File: src/rtl/fifo_wptr_full_ctrl.sv
// Write-domain pointer/flag controller for a dual-clock FIFO: binary + Gray write
// pointer, full, fill level, almost-full; sticky overflow when FIFO_WPTR_OVF_EN is defined.
module fifo_wptr_full_ctrl #(
  parameter int ADDR_WIDTH   = 4,
  parameter int AFULL_THRESH = 12
) (
  input  logic                  wclk,
  input  logic                  wrst_n,
  input  logic                  winc,
  input  logic [ADDR_WIDTH:0]   wq2_rptr,
  input  logic                  wclr_ovf,
  output logic                  wen,
  output logic [ADDR_WIDTH-1:0] waddr,
  output logic [ADDR_WIDTH:0]   wptr,
  output logic                  wfull,
  output logic                  walmost_full,
  output logic [ADDR_WIDTH:0]   wlevel,
  output logic                  woverflow
);
  localparam int PW = ADDR_WIDTH + 1;
  localparam logic [PW-1:0] AFULL_TH = PW'(AFULL_THRESH);

  logic [PW-1:0]         wbin_q, wbin_d, wgray_d, rbin, level_d;
  logic [PW-1:0]         wptr_q;
  logic [ADDR_WIDTH-1:0] waddr_q;
  logic                  wfull_q, wfull_d, afull_q, afull_d;
  logic [PW-1:0]         wlevel_q;
  logic                  ovf_q;

  assign wen     = winc & ~wfull_q;
  assign wbin_d  = wbin_q + PW'(wen);
  assign wgray_d = wbin_d ^ (wbin_d >> 1);

  // Gray-to-binary of the synchronised read pointer
  always_comb begin
    rbin = '0;
    rbin[PW-1] = wq2_rptr[PW-1];
    for (int i = PW - 2; i >= 0; i--)
      rbin[i] = rbin[i+1] ^ wq2_rptr[i];
  end

  // Full when the next write pointer equals the read pointer with its top two Gray bits inverted
  assign wfull_d = (wgray_d == {~wq2_rptr[ADDR_WIDTH:ADDR_WIDTH-1], wq2_rptr[ADDR_WIDTH-2:0]});
  assign level_d = wbin_d - rbin;
  assign afull_d = (level_d >= AFULL_TH);

  always_ff @(posedge wclk or negedge wrst_n) begin
    if (!wrst_n) begin
      wbin_q   <= '0;
      wptr_q   <= '0;
      waddr_q  <= '0;
      wfull_q  <= 1'b0;
      afull_q  <= 1'b0;
      wlevel_q <= '0;
    end else begin
      wbin_q   <= wbin_d;
      wptr_q   <= wgray_d;
      waddr_q  <= wbin_d[ADDR_WIDTH-1:0];
      wfull_q  <= wfull_d;
      afull_q  <= afull_d;
      wlevel_q <= level_d;
    end
  end

`ifdef FIFO_WPTR_OVF_EN
  logic ovf_d;
  // A fresh overflow takes priority over a clear on the same edge
  assign ovf_d = (winc & wfull_q) | (ovf_q & ~wclr_ovf);

  always_ff @(posedge wclk or negedge wrst_n) begin
    if (!wrst_n) ovf_q <= 1'b0;
    else         ovf_q <= ovf_d;
  end
`else
  logic unused_clr;
  assign unused_clr = wclr_ovf;
  assign ovf_q      = 1'b0;
`endif

  assign waddr        = waddr_q;
  assign wptr         = wptr_q;
  assign wfull        = wfull_q;
  assign walmost_full = afull_q;
  assign wlevel       = wlevel_q;
  assign woverflow    = ovf_q;
endmodule

File: config.mk
export PLATFORM = sky130hd
export DESIGN_NAME = fifo_wptr_full_ctrl
export DESIGN_NICKNAME = d
export VERILOG_FILES = /design/src/rtl/fifo_wptr_full_ctrl.sv
export SDC_FILE = /design/constraint.sdc
export NUM_CORES = 1
export LEC_CHECK = 0
export BUFFER_PORTS_ARGS = -buffer_cell sky130_fd_sc_hd__buf_2
export CORE_MARGIN = 5
export CORE_UTILIZATION = 30
export CTS_BUF_LIST = sky130_fd_sc_hd__clkbuf_16
export CTS_CLUSTER_DIAMETER = 60
export CTS_CLUSTER_SIZE = 28
export DETAILED_ROUTE_END_ITERATION = 7
export PLACE_DENSITY = 0.57
export SLEW_MARGIN = 20
export SYNTH_ARGS = -nofsm -noshare
export SYNTH_HDL_FRONTEND = slang
export SYNTH_SLANG_ARGS = --single-unit
export TNS_END_PERCENT = 100
File: constraint.sdc
create_clock -name wclk -period 6.8 [get_ports wclk]
set_clock_uncertainty 0.1 [all_clocks]
set_input_delay 0.34 -clock wclk [delete_from_list [all_inputs] [get_ports wclk]]
set_output_delay 0.34 -clock wclk [all_outputs]
set_load 0.03 [all_outputs]
; Word level (Yosys, flattened, before mapping)
; Index checks and enable logic that the tools add are counted.
; W data, S select, Z words.
[word_totals]
ff_bits = 21
in_bits = 9
romBits = 0
latchBits = 0
memories = 0
output_inout_bits = 18
ram_bits = 0
[classes]
n_div = 0
mul = 0
n_addsub = 2
n_eq_ne = 1
reduce_logical = 0
shift = 0
n_bitwise = 8
n_mux = 0
n_lt_le_gt_ge = 1
[ops]
columns = cell, n
row1 = $add A5 B1 Y5, 1
row2 = $eq A5 B5 Y1, 1
row3 = $ge A5 B4 Y1 const B, 1
row4 = $sub A5 B5 Y5, 1
row5 = $xor A5 B4 Y5, 1
row6 = $xor A1 B1 Y1, 4
row7 = $not A2 Y2, 1
row8 = $and A1 B1 Y1, 1
row9 = $not A1 Y1, 1

; Logic depth before layout (Yosys ltp)
; Gate-level depths: netlist of the first run.
[depth]
ltp_word = 6
ltp_mapped = 10
mapped_depth_nobuf = 10

; Worst setup path before layout of the first run
; No wires, ideal clock.
[synth_timing]
path_kind = reg2reg
startpoint = register wfull_q (netlist: wfull)
endpoint = register afull_q (netlist: walmost_full)
arrival_time_ns = 2.880
setup_slack_ns = 3.697
t_required_ns = 6.576
period_less_slack_ns = 3.103
path_buffers = 0
stages_incl_launch_ff = 9
path_cell_list = dfrtp_1 -> nor2b_1 -> ha_1 -> ha_1 -> fa_1 -> maj3_2 -> a21oi_2 -> xnor2_1 -> a211o_1
[synth_between]
elab_chain_cells = 5
[synth_rtl]
columns = item, line
row1 = from (decl), 26  ; logic wfull_q, wfull_d, afull_q, afull_d;
row2 = from (signal assigned), 59  ; wfull_q <= wfull_d;
row3 = $not A1 Y1, 30  ; assign wen = winc & ~wfull_q;
row4 = $and A1 B1 Y1, 30
row5 = named net wen, 12  ; output logic wen,
row6 = $add A5 B1 Y5, 31  ; assign wbin_d = wbin_q + PW'(wen);
row7 = named net wbin_d[1], 23  ; logic [PW-1:0] wbin_q, wbin_d, wgray_d, rbin, level_d;
row8 = $sub A5 B5 Y5, 44  ; assign level_d = wbin_d - rbin;
row9 = named net level_d[4], 23
row10 = $ge A5 B4 Y1, 45  ; assign afull_d = (level_d >= AFULL_TH);
row11 = named net afull_d, 26
row12 = to (signal assigned), 60  ; afull_q <= afull_d;
row13 = to (decl), 26
; The timed path passes the listed nets, and every way through them passes these cells.

; Worst setup path after layout of the first run
[layout_timing]
startpoint = input port wq2_rptr[4]
endpoint = register afull_q (netlist: walmost_full)
[layout_between]
elab_chain_cells = 6
[layout_rtl]
columns = item, line
row1 = from (decl), 10  ; input logic [ADDR_WIDTH:0] wq2_rptr,
row2 = $xor A1 B1 Y1 (4 in a row), 39  ; rbin[i] = rbin[i+1] ^ wq2_rptr[i];
row3 = $sub A5 B5 Y5 *, 44
row4 = named net level_d[4], 23
row5 = $ge A5 B4 Y1 *, 45
row6 = named net afull_d, 26
; Mark *: on every way through the listed nets, which the timed path passes. The rest lies on a longest branch.

==> results.json, run 1 <==
{
  "synth_seq_cells": 16,
  "path_clk_slew_ns": 0.05,
  "clock_sink_count": 16,
  "max-clock-path-buffers": 2,
  "hold_viol_final": 0,
  "core_area_mm2": 0.002710,
  "utilization_pct": 39.61,
  "first_iter_violations": 3,
  "grt.overflow.total": 0,
  "critical_path_arrival_ns": 2.89,
  "antenna_found_initial": 0,
  "gr_usage_total_pct": 7.919,
  "worst_skew_pair.late_latency_ns": 0.24,
  "first_global_vias": 585,
  "yosysWarningCount": 0,
  "worst_ep_required_time_ns": 6.83,
  "mappedNetlistNets": 85,
  "synth.distinct_cells": 24,
  "post_synth_instance_area_um2": 837.1,
  "report.final.setup_viol": 0,
  "path_max_fanout": 5,
  "period_minus_slack_ns": 2.864,
  "fp.dieH_um": 62.82,
  "htreeDepth": 1,
  "grt_pass1_wl_mm": 2.470,
  "synthCells": 69,
  "cell_area_after_placement_um2": 988.4,
  "synth.yosys.seq_area_share_pct": 47.83,
  "clk_root_buffer_cell": "clkbuf_16",
  "half_perimeter_wire_length_after_detailed_placement_mm": 1.179,
  "worstSetupPathType": "primary input to flip-flop",
  "final_area_mm2": 0.001074,
  "sort_of_element_at_the_start_of_the_critical_path": "primary input",
  "avgRoutedWirePerCell_um": 11.58,
  "io_pins": 27,
  "min-delay-path-class": "primary input to flip-flop",
  "io_buffer_count": 24,
  "total_clock_buffers_created_by_cts": 3,
  "grt_max_degree": 17,
  "kind_of_end_point_of_the_critical_path": "flip-flop",
  "post_synth.cell_area_avg_um2": 12.13,
  "setup-tns-final_ns": 0,
  "fp.dieW_um": 62.82,
  "tritoncts_clock_tree": "built",
  "finalMaxSlewViolations": 0,
  "antenna_violating_nets_post_route": 0,
  "gp_congestion": 0.7467,
  "num_vias": 536,
  "post_drt_via_cell_ratio": 4.220,
  "initial_utilization_pct": 30.89,
  "timing.fmax_ghz": 0.3492,
  "post-route-period-util_pct": 42.11,
  "areaGrowthSynthToFinish_pct": 28.25,
  "cts_resized": 0,
  "wirelength_mm": 1.471,
  "cap_viol_max_count": 0,
  "status": "finished, final reports clean",
  "antenna-diode-count": 0,
  "drive_gt1_share_pct": 34.38,
  "die_area_mm2": 0.003946,
  "drt-pass1-iter-count": 4,
  "rsz_0062_raised_after_global_routing": "false",
  "route.detailed.drc": 0,
  "finish.net_count": 114,
  "placement_rows": 19
}
## path summary, 6_finish.rpt
check / startpoint / end / slack, ns / cells after the start
max: wq2_rptr[4] / walmost_full / 3.94 / 11
max in group asynchronous: wrst_n / waddr[2] / 5.90 / 2
max reg2reg: wfull / walmost_full / 4.13 / 8
min reg2reg: wbin_q[4] / wbin_q[4] / 0.48 / 2
min in group asynchronous: wrst_n / wbin_q[3] / 0.44 / 2
min: wq2_rptr[3] / wfull / 0.33 / 3
## synth_stat cells, drive strengths merged
library cell | instances | area share (%)
nor3 | 2 | 1.2
nand3 | 3 | 1.8
o21ai | 1 | 0.60
a221o | 1 | 1.3
fa | 1 | 2.4
conb | 1 | 0.45
maj3 | 1 | 1.3
xnor3 | 1 | 2.8
a211o | 1 | 1.0
or3 | 1 | 0.75
a21oi | 2 | 1.6
inv | 6 | 2.7
xor2 | 9 | 9.4
ha | 6 | 9.0
nand2 | 2 | 0.90
nor2b | 1 | 0.75
xnor2 | 10 | 11
dfrtp | 16 | 48
nor2 | 2 | 0.90
o21a | 1 | 0.90
buf | 1 | 0.90
## repair_timing
| item | CTS | global route |
|---|---|---|
| setup buffers | 0 | 0 |
| endpoints found under the setup margin | 0 | 0 |
| hold buffers | 1 | 0 |
| endpoints found under the hold margin | 16 | 0 |
## metrics by stage
stage               hold WS [ns]  setup WS [ns]  instances
finish                    0.3253          3.936        127
global route              0.3429          3.785        127
CTS                       0.3205          3.913        127
detailed placement        0.1720          3.668        123
global placement          0.1712          3.660        123
floorplan               -0.05559          3.697         69
## layout by cell type, fill, tap and decap left out
cell,instances
inv_2,1
buf_2,24
fa_1,1
or3_1,1
nor2_1,2
maj3_2,1
a21oi_1,1
ha_1,6
dlygate4sd3_1,1
a211o_1,1
xor2_1,9
xnor2_1,9
inv_1,5
nand3_1,3
nor3_1,2
a221o_2,1
dfrtp_1,16
conb_1,1
clkbuf_16,3
a21oi_2,1
o21ai_0,1
nand2_1,2
nor2b_1,1
xnor2_2,1
o21a_1,1
xnor3_2,1
## kinds of logic after synthesis
| group | share of synthesized area [%] |
|---|---|
| AOI/OAI and AO/OA | 5.530 |
| xor gates and xnor gates | 23.62 |
| adders and majority gates | 12.71 |
| buffers and inverters | 3.588 |
| DFF | 47.83 |
| other | 0.4480 |
| and+or+nand+nor | 6.279 |
## layout make-up
type                       count  area, um2
fill                         273       1637
multi-input combinational     46      406.6
sequential                    16      400.4
timing repair buffer          25      130.1
clock buffer                   3      75.07
tap                           31      38.79
inverter                       6      22.52
## routing by layer
layer	global-route usage (%)	part of all wire [%]
met5	0	0
met3	2.878	5.3
met2	13.60	50
met4	3.979	0
met1	8.444	44
## state kept, by name (all words and copies together), names as in the netlist
signal	cells
wlevel	5
wptr	4
wfull	1
wbin_q	2
walmost_full	1
waddr	3
## critical path, cell delays in order
cell	delay, ns
buf_2	0.11
xnor3_2	0.48
xor2_1	0.32
xnor2_1	0.17
ha_1	0.16
inv_1	0.06
fa_1	0.44
maj3_2	0.34
a21oi_2	0.14
xnor2_1	0.09
a211o_1	0.23
Power of run 1 is left out: the tool's default activity adds up to more than one toggle a clock period on the data nets, which glitch-free logic cannot reach.
==> run 2, diff against run 1 <==
--- a/config.mk
+++ b/config.mk
@@ -5,6 +5,7 @@
 export SDC_FILE = /design/constraint.sdc
 export NUM_CORES = 1
 export LEC_CHECK = 0
+export ABC_AREA = 1
 export BUFFER_PORTS_ARGS = -buffer_cell sky130_fd_sc_hd__buf_2
 export CORE_MARGIN = 5
 export CORE_UTILIZATION = 30
@@ -12,7 +13,7 @@
 export CTS_CLUSTER_DIAMETER = 60
 export CTS_CLUSTER_SIZE = 28
 export DETAILED_ROUTE_END_ITERATION = 7
-export PLACE_DENSITY = 0.57
+export PLACE_DENSITY = 0.58
 export SLEW_MARGIN = 20
 export SYNTH_ARGS = -nofsm -noshare
 export SYNTH_HDL_FRONTEND = slang
==> constraint.sdc (replaced) <==
create_clock -name wclk -period 2.6 [get_ports wclk]
set_clock_uncertainty 0.1 [all_clocks]
set_input_delay 0.13 -clock wclk [delete_from_list [all_inputs] [get_ports wclk]]
set_output_delay 0.13 -clock wclk [all_outputs]
set_load 0.03 [all_outputs]
==> run 2 against run 1 <==
  * Synthesized area rose by 13%
  * Sequential share of layout area decreased by 4.1 points
  * Global-route usage is 2.0 points higher
  * Setup slack got worse by 3.5 ns
  * Synthesized cell count increased by 49%
==> results.json, run 2 <==
{
  "mappedNetlistNets": 119,
  "wl_met3_um": 104,
  "setup_slack_ns": 0.4602,
  "min-delay-path-class": "primary input to flip-flop",
  "tritoncts_clock_tree": "built",
  "post_synth.cell_area_avg_um2": 9.208,
  "synth_enable_flop_cells": 0,
  "num_vias": 733,
  "io_pins": 27,
  "gp_congestion": 0.7729,
  "top_layer": "met4",
  "post_cts_repair_setup_buffers": 0,
  "largest_register_ff_count": 5,
  "initial_utilization_pct": 31.07,
  "kind_of_end_point_of_the_critical_path": "flip-flop",
  "post-route-period-util_pct": 82.30,
  "synthCells": 103,
  "yosys-top-cells-area": "dfrtp_1 42%, nand2_1 10%, ha_1 7.9%",
  "finalMaxSlewViolations": 0,
  "synth_top_area_share_pct": 42.22,
  "most_common_cell_in_the_synthesized_netlist": "nand2_1",
  "wirelength_mm": 1.812,
  "antenna_violating_nets_post_route": 0,
  "total_clock_buffers_created_by_cts": 3,
  "worstSetupPathType": "flip-flop to flip-flop",
  "core_area_mm2": 0.003053,
  "status": "finished, final reports clean",
  "rsz_0062_raised_after_global_routing": "false",
  "synth.top_cells.by_count": "26 x nand2_1, 18 x inv_1, 16 x dfrtp_1, 10 x nand3_1, 6 x ha_1",
  "async_flop_share_pct": 100.0,
  "critical_path_arrival_ns": 2.16,
  "io_buffer_count": 24,
  "avgRoutedWirePerCell_um": 10.35,
  "path_max_fanout": 6,
  "drt-pass1-iter-count": 4,
  "antenna-diode-count": 0,
  "hold_viol_final": 0,
  "clock_sink_count": 16,
  "timing.fmax_ghz": 0.4673,
  "finish.net_count": 148,
  "report.final.setup_viol": 0,
  "max-clock-path-buffers": 2,
  "worst_slack_placed_ns": 0.3683,
  "mostFrequentLayoutCells": "26 x nand2_1, 24 x buf_2, 18 x inv_1",
  "synth_seq_cells": 16,
  "gr_usage_total_pct": 9.901,
  "setup-tns-final_ns": 0,
  "met1_length_um": 659,
  "yosysWarningCount": 0,
  "areaGrowthSynthToFinish_pct": 27.05,
  "clk_root_buffer_cell": "clkbuf_16",
  "grt.overflow.total": 0,
  "fp.dieH_um": 66.23,
  "die_area_mm2": 0.004386,
  "grt_max_degree": 17,
  "total_length_of_routed_met2_wires_mm": 1.005,
  "first_iter_violations": 12,
  "synth.yosys.seq_area_share_pct": 42.22,
  "first_global_vias": 745,
  "fp.dieW_um": 66.23,
  "grt_pass1_wl_mm": 3.277,
  "placement_rows": 20,
  "cap_viol_max_count": 0,
  "yosysTopAreaCell": "dfrtp_1",
  "period_minus_slack_ns": 2.140,
  "post_synth_instance_area_um2": 948.4,
  "worst_ep_required_time_ns": 2.62,
  "synth.distinct_cells": 20,
  "post_drt_via_cell_ratio": 4.189,
  "drive_gt1_share_pct": 28.24,
  "half_perimeter_wire_length_after_detailed_placement_mm": 1.484,
  "htreeDepth": 1,
  "antenna_found_initial": 0,
  "r2r_cells": 8,
  "hold-path-cell-count": 4,
  "sort_of_element_at_the_start_of_the_critical_path": "flip-flop",
  "path_clk_slew_ns": 0.05,
  "worst_skew_pair.late_latency_ns": 0.24,
  "route.detailed.drc": 0,
  "synth_flop_cell": "dfrtp_1",
  "layout_commonest_cell": "nand2_1"
}
-- run 2: cell count changes in the layout (fill, tap and decap cells not counted), moves of 2 or more --
cell / previous run / this run
nand2_2: 0 / 4
nand3_1: 3 / 10
nand2_1: 2 / 26
nor3_1: 2 / 0
xor2_2: 0 / 2
xnor2_1: 9 / 3
xor2_1: 9 / 5
nand4_1: 0 / 2
inv_1: 5 / 18
-- run 2: cells by family after synthesis --
group                    Yosys count  share of synthesized area [%]
XOR/XNOR                          12                          16.23
flip-flops                        16                          42.22
other                              1                         0.3954
AO/OA/AOI/OAI                      1                         0.5272
AND/OR/NAND/NOR                   47                          22.69
adder cells (fa/ha/maj)            7                          10.03
buffers and inverters             19                          7.915
-- run 2: metal layers --
layer	GRT usage, %	vias up
li1	-	367
met1	10.45	347
met2	17.84	15
met3	1.871	4
met4	6.091	0
met5	0	-
-- run 2: cell type report --
| class | count | area (um2) |
|---|---|---|
| Clock buffer | 3 | 75.07 |
| Clock inverter | 1 | 3.754 |
| Sequential cell | 16 | 400.4 |
| Fill cell | 333 | 1848 |
| Tap cell | 44 | 55.05 |
| Multi-Input combinational cell | 68 | 473.0 |
| Timing Repair Buffer | 25 | 130.1 |
| Inverter | 18 | 67.56 |
-- run 2: path summary, 6_finish.rpt --
check | start | end | slack [ns]
worst min register to register | wbin_q[4] | wbin_q[4] | 0.50
max in group asynchronous | wrst_n | wptr[3] | 1.90
worst max-delay path | wfull | walmost_full | 0.46
worst min-delay path | wq2_rptr[3] | wfull | 0.10
min in group asynchronous | wrst_n | wlevel[0] | 0.24
worst max register to register | wfull | walmost_full | 0.46
-- run 2: through the flow --
| step | utilization [%] | hold slack [ns] | cells | cell area [um2] |
|---|---|---|---|---|
| 6_report | 39.47 | 0.1002 | 175 | 1205 |
| 3_3_place_gp | 36.56 | -0.04825 | 170 | 1116 |
| 4_1_cts | 39.47 | 0.1052 | 175 | 1205 |
| 5_1_grt | 39.47 | 0.1250 | 175 | 1205 |
| 2_1_floorplan | - | -0.2656 | 103 | 948.4 |
| 3_5_place_dp | 36.56 | -0.03726 | 170 | 1116 |
-- run 2: worst max-delay path, cell delays in order, from the launching register on --
cell	delay (ns)
dfrtp_1	0.38
nor2_1	0.18
ha_1	0.18
ha_1	0.33
fa_1	0.50
nand4_1	0.13
nand2_1	0.06
nand2_1	0.08
nand3_1	0.08
-- run 2: repair_timing --
action | in CTS | in global routing
hold buffers | 1 | 0
resized for setup | 0 | 0
endpoints found under the hold margin | 16 | 0
Power of run 2 is left out for the same reason.
==> run 3, diff against run 2 <==
--- a/config.mk
+++ b/config.mk
@@ -5,7 +5,7 @@
 export SDC_FILE = /design/constraint.sdc
 export NUM_CORES = 1
 export LEC_CHECK = 0
-export ABC_AREA = 1
+export ABC_AREA = 0
 export BUFFER_PORTS_ARGS = -buffer_cell sky130_fd_sc_hd__buf_2
 export CORE_MARGIN = 5
 export CORE_UTILIZATION = 30
@@ -13,7 +13,7 @@
 export CTS_CLUSTER_DIAMETER = 60
 export CTS_CLUSTER_SIZE = 28
 export DETAILED_ROUTE_END_ITERATION = 7
-export PLACE_DENSITY = 0.58
+export PLACE_DENSITY = 0.59
 export SLEW_MARGIN = 20
 export SYNTH_ARGS = -nofsm -noshare
 export SYNTH_HDL_FRONTEND = slang
==> constraint.sdc (replaced) <==
create_clock -name wclk -period 1.84 [get_ports wclk]
set_clock_uncertainty 0.1 [all_clocks]
set_input_delay 0.092 -clock wclk [delete_from_list [all_inputs] [get_ports wclk]]
set_output_delay 0.092 -clock wclk [all_outputs]
set_load 0.03 [all_outputs]
==> run 3 against run 2 <==
  * The flow now finishes with violations (setup timing)
  * Via count down 4.8%
  * Die area down 10%
  * Setup slack worse by 0.97 ns
  * Utilization up 15 points
  * Register-to-register slack worse by 0.97 ns
  * Global-route usage up 1.5 points
  * Maximum frequency down 8.8%
  * Cell area up 23%
  * Sequential share of layout area down 6.2 points
  * Clock-buffer cell count unchanged
  * Non-clock buffer count up 30
  * First-iteration DRC count down 42%
  * Critical endpoint unchanged
==> results.json, run 3 (synthesis gave the netlist of run 1 again) <==
{
  "status": "finished, violations left",
  "violations": "setup timing",
  "gr_usage_total_pct": 11.41,
  "post-route-period-util_pct": 127.5,
  "sort_of_element_at_the_start_of_the_critical_path": "flip-flop",
  "antenna_found_initial": 0,
  "gp_congestion": 0.7381,
  "grt.overflow.total": 0,
  "worstSetupPathType": "flip-flop to flip-flop",
  "period_minus_slack_ns": 2.346,
  "cap_viol_max_count": 0,
  "first_iter_violations": 7,
  "final_area_mm2": 0.001485,
  "total_clock_buffers_created_by_cts": 3,
  "clk_root_buffer_cell": "clkbuf_16",
  "timing.fmax_ghz": 0.4262,
  "layout.filler_cells": 253,
  "worst_ep_required_time_ns": 1.86,
  "core_area_mm2": 0.002710,
  "tritoncts_clock_tree": "built",
  "finish.net_count": 144,
  "grt_pass1_wl_mm": 3.477,
  "antenna_violating_nets_post_route": 0,
  "critical_path.slowest_cell": "dfrtp_2",
  "rsz_0062_raised_after_global_routing": "true",
  "path_max_fanout": 2,
  "fp.dieW_um": 62.82,
  "path_clk_slew_ns": 0.05,
  "placement_rows": 19,
  "first_global_vias": 781,
  "wirelength_mm": 2.106,
  "critical_path_arrival_ns": 2.37,
  "crit_chain": "nor2b_4 > ha_4 > inv_4 > ha_4 > inv_4 > fa_2 > maj3_2 > a21oi_2 > xnor2_1 > a211o_1",
  "hold_viol_final": 0,
  "areaGrowthSynthToFinish_pct": 77.43,
  "half_perimeter_wire_length_after_detailed_placement_mm": 1.521,
  "setup_slack_ns": -0.5065,
  "avgRoutedWirePerCell_um": 13.33,
  "placedCellCount": 143,
  "worst_slack_placed_ns": -0.8247,
  "kind_of_end_point_of_the_critical_path": "flip-flop",
  "drt-pass1-iter-count": 5,
  "report.final.setup_viol": 7,
  "fp.dieH_um": 62.82,
  "num_vias": 698,
  "worst_skew_pair.late_latency_ns": 0.24,
  "io_pins": 27,
  "mostFrequentLayoutCells": "27 x buf_4, 24 x buf_2, 15 x dfrtp_1",
  "largest_register_ff_count": 5,
  "non_filler_instance_count_after_layout": 158,
  "layout_commonest_cell": "buf_4",
  "grt_max_degree": 17,
  "antenna-diode-count": 0,
  "post_drt_via_cell_ratio": 4.418,
  "slowest_delay_ns": 0.42,
  "min-delay-path-class": "primary input to flip-flop",
  "initial_utilization_pct": 30.89,
  "route.detailed.drc": 0,
  "die_area_mm2": 0.003946,
  "drive_gt1_share_pct": 66.93,
  "finalMaxSlewViolations": 0,
  "io_buffer_count": 24,
  "htreeDepth": 1,
  "clock_sink_count": 16,
  "max-clock-path-buffers": 2,
  "cell_area_after_placement_mm2": 0.001215
}
run 3: final timing paths:
check	slack, ns	end	start	cells past startpoint
max	-0.51	walmost_full	wfull	10
min	0.18	wlevel[0]	wq2_rptr[0]	4
max reg2reg	-0.51	walmost_full	wfull	10
min reg2reg	0.54	wbin_q[4]	wbin_q[4]	3
max in group asynchronous	1.14	wfull	wrst_n	2
min in group asynchronous	0.21	wlevel[1]	wrst_n	2
run 3: layer usage:
metal	GRT usage [%]	part of all wire (%)	vias to the layer above	wire length, um
met1	12.05	37	338	776
met4	5.570	2.2	0	47
met3	2.158	3.9	4	83
met5	0	0	-	0
li1	-	-	336	-
met2	21.24	57	20	1198
run 3: area by class of cell:
type                    instances  area (um2)  area share [%]
clock inverters                 1       3.754          0.2527
multi-input cells              46       571.8           38.50
flip-flops and latches         16       401.6           27.04
inverters                       6       27.53           1.853
repair buffers                 55       366.6           24.68
clock buffers                   3       75.07           5.055
well taps                      31       38.79           2.612
run 3: worst max-delay path: cells and delay by family, from the launching register on:
kind / cells / cell delay [ns]
flip-flops: 1 / 0.42
AO/OA/AOI/OAI: 2 / 0.36
XOR/XNOR: 1 / 0.09
AND/OR/NAND/NOR: 1 / 0.15
adder cells (fa/ha/maj): 4 / 1.01
buffers and inverters: 2 / 0.08
run 3: what timing repair did:
action                                 in CTS  in global routing
setup buffers                               4                  7
endpoints found under the hold margin      16                  0
pin swaps                                   7                 10
gates resized for setup                    15                  5
cloned                                      0                  0
setup endpoints to repair                   5                  7
hold buffers                                1                  0
run 3: through the flow:
step	setup TNS, ns	util (%)	hold WS (ns)
after CTS	-1.704	52.54	0.1720
final	-2.031	54.80	0.1761
after global placement	-2.416	44.83	-0.07729
after floorplan	-2.240	-	-0.3036
after detailed placement	-2.631	44.83	-0.07648
after global routing	-2.410	54.80	0.1835
Power of run 3 is left out for the same reason.
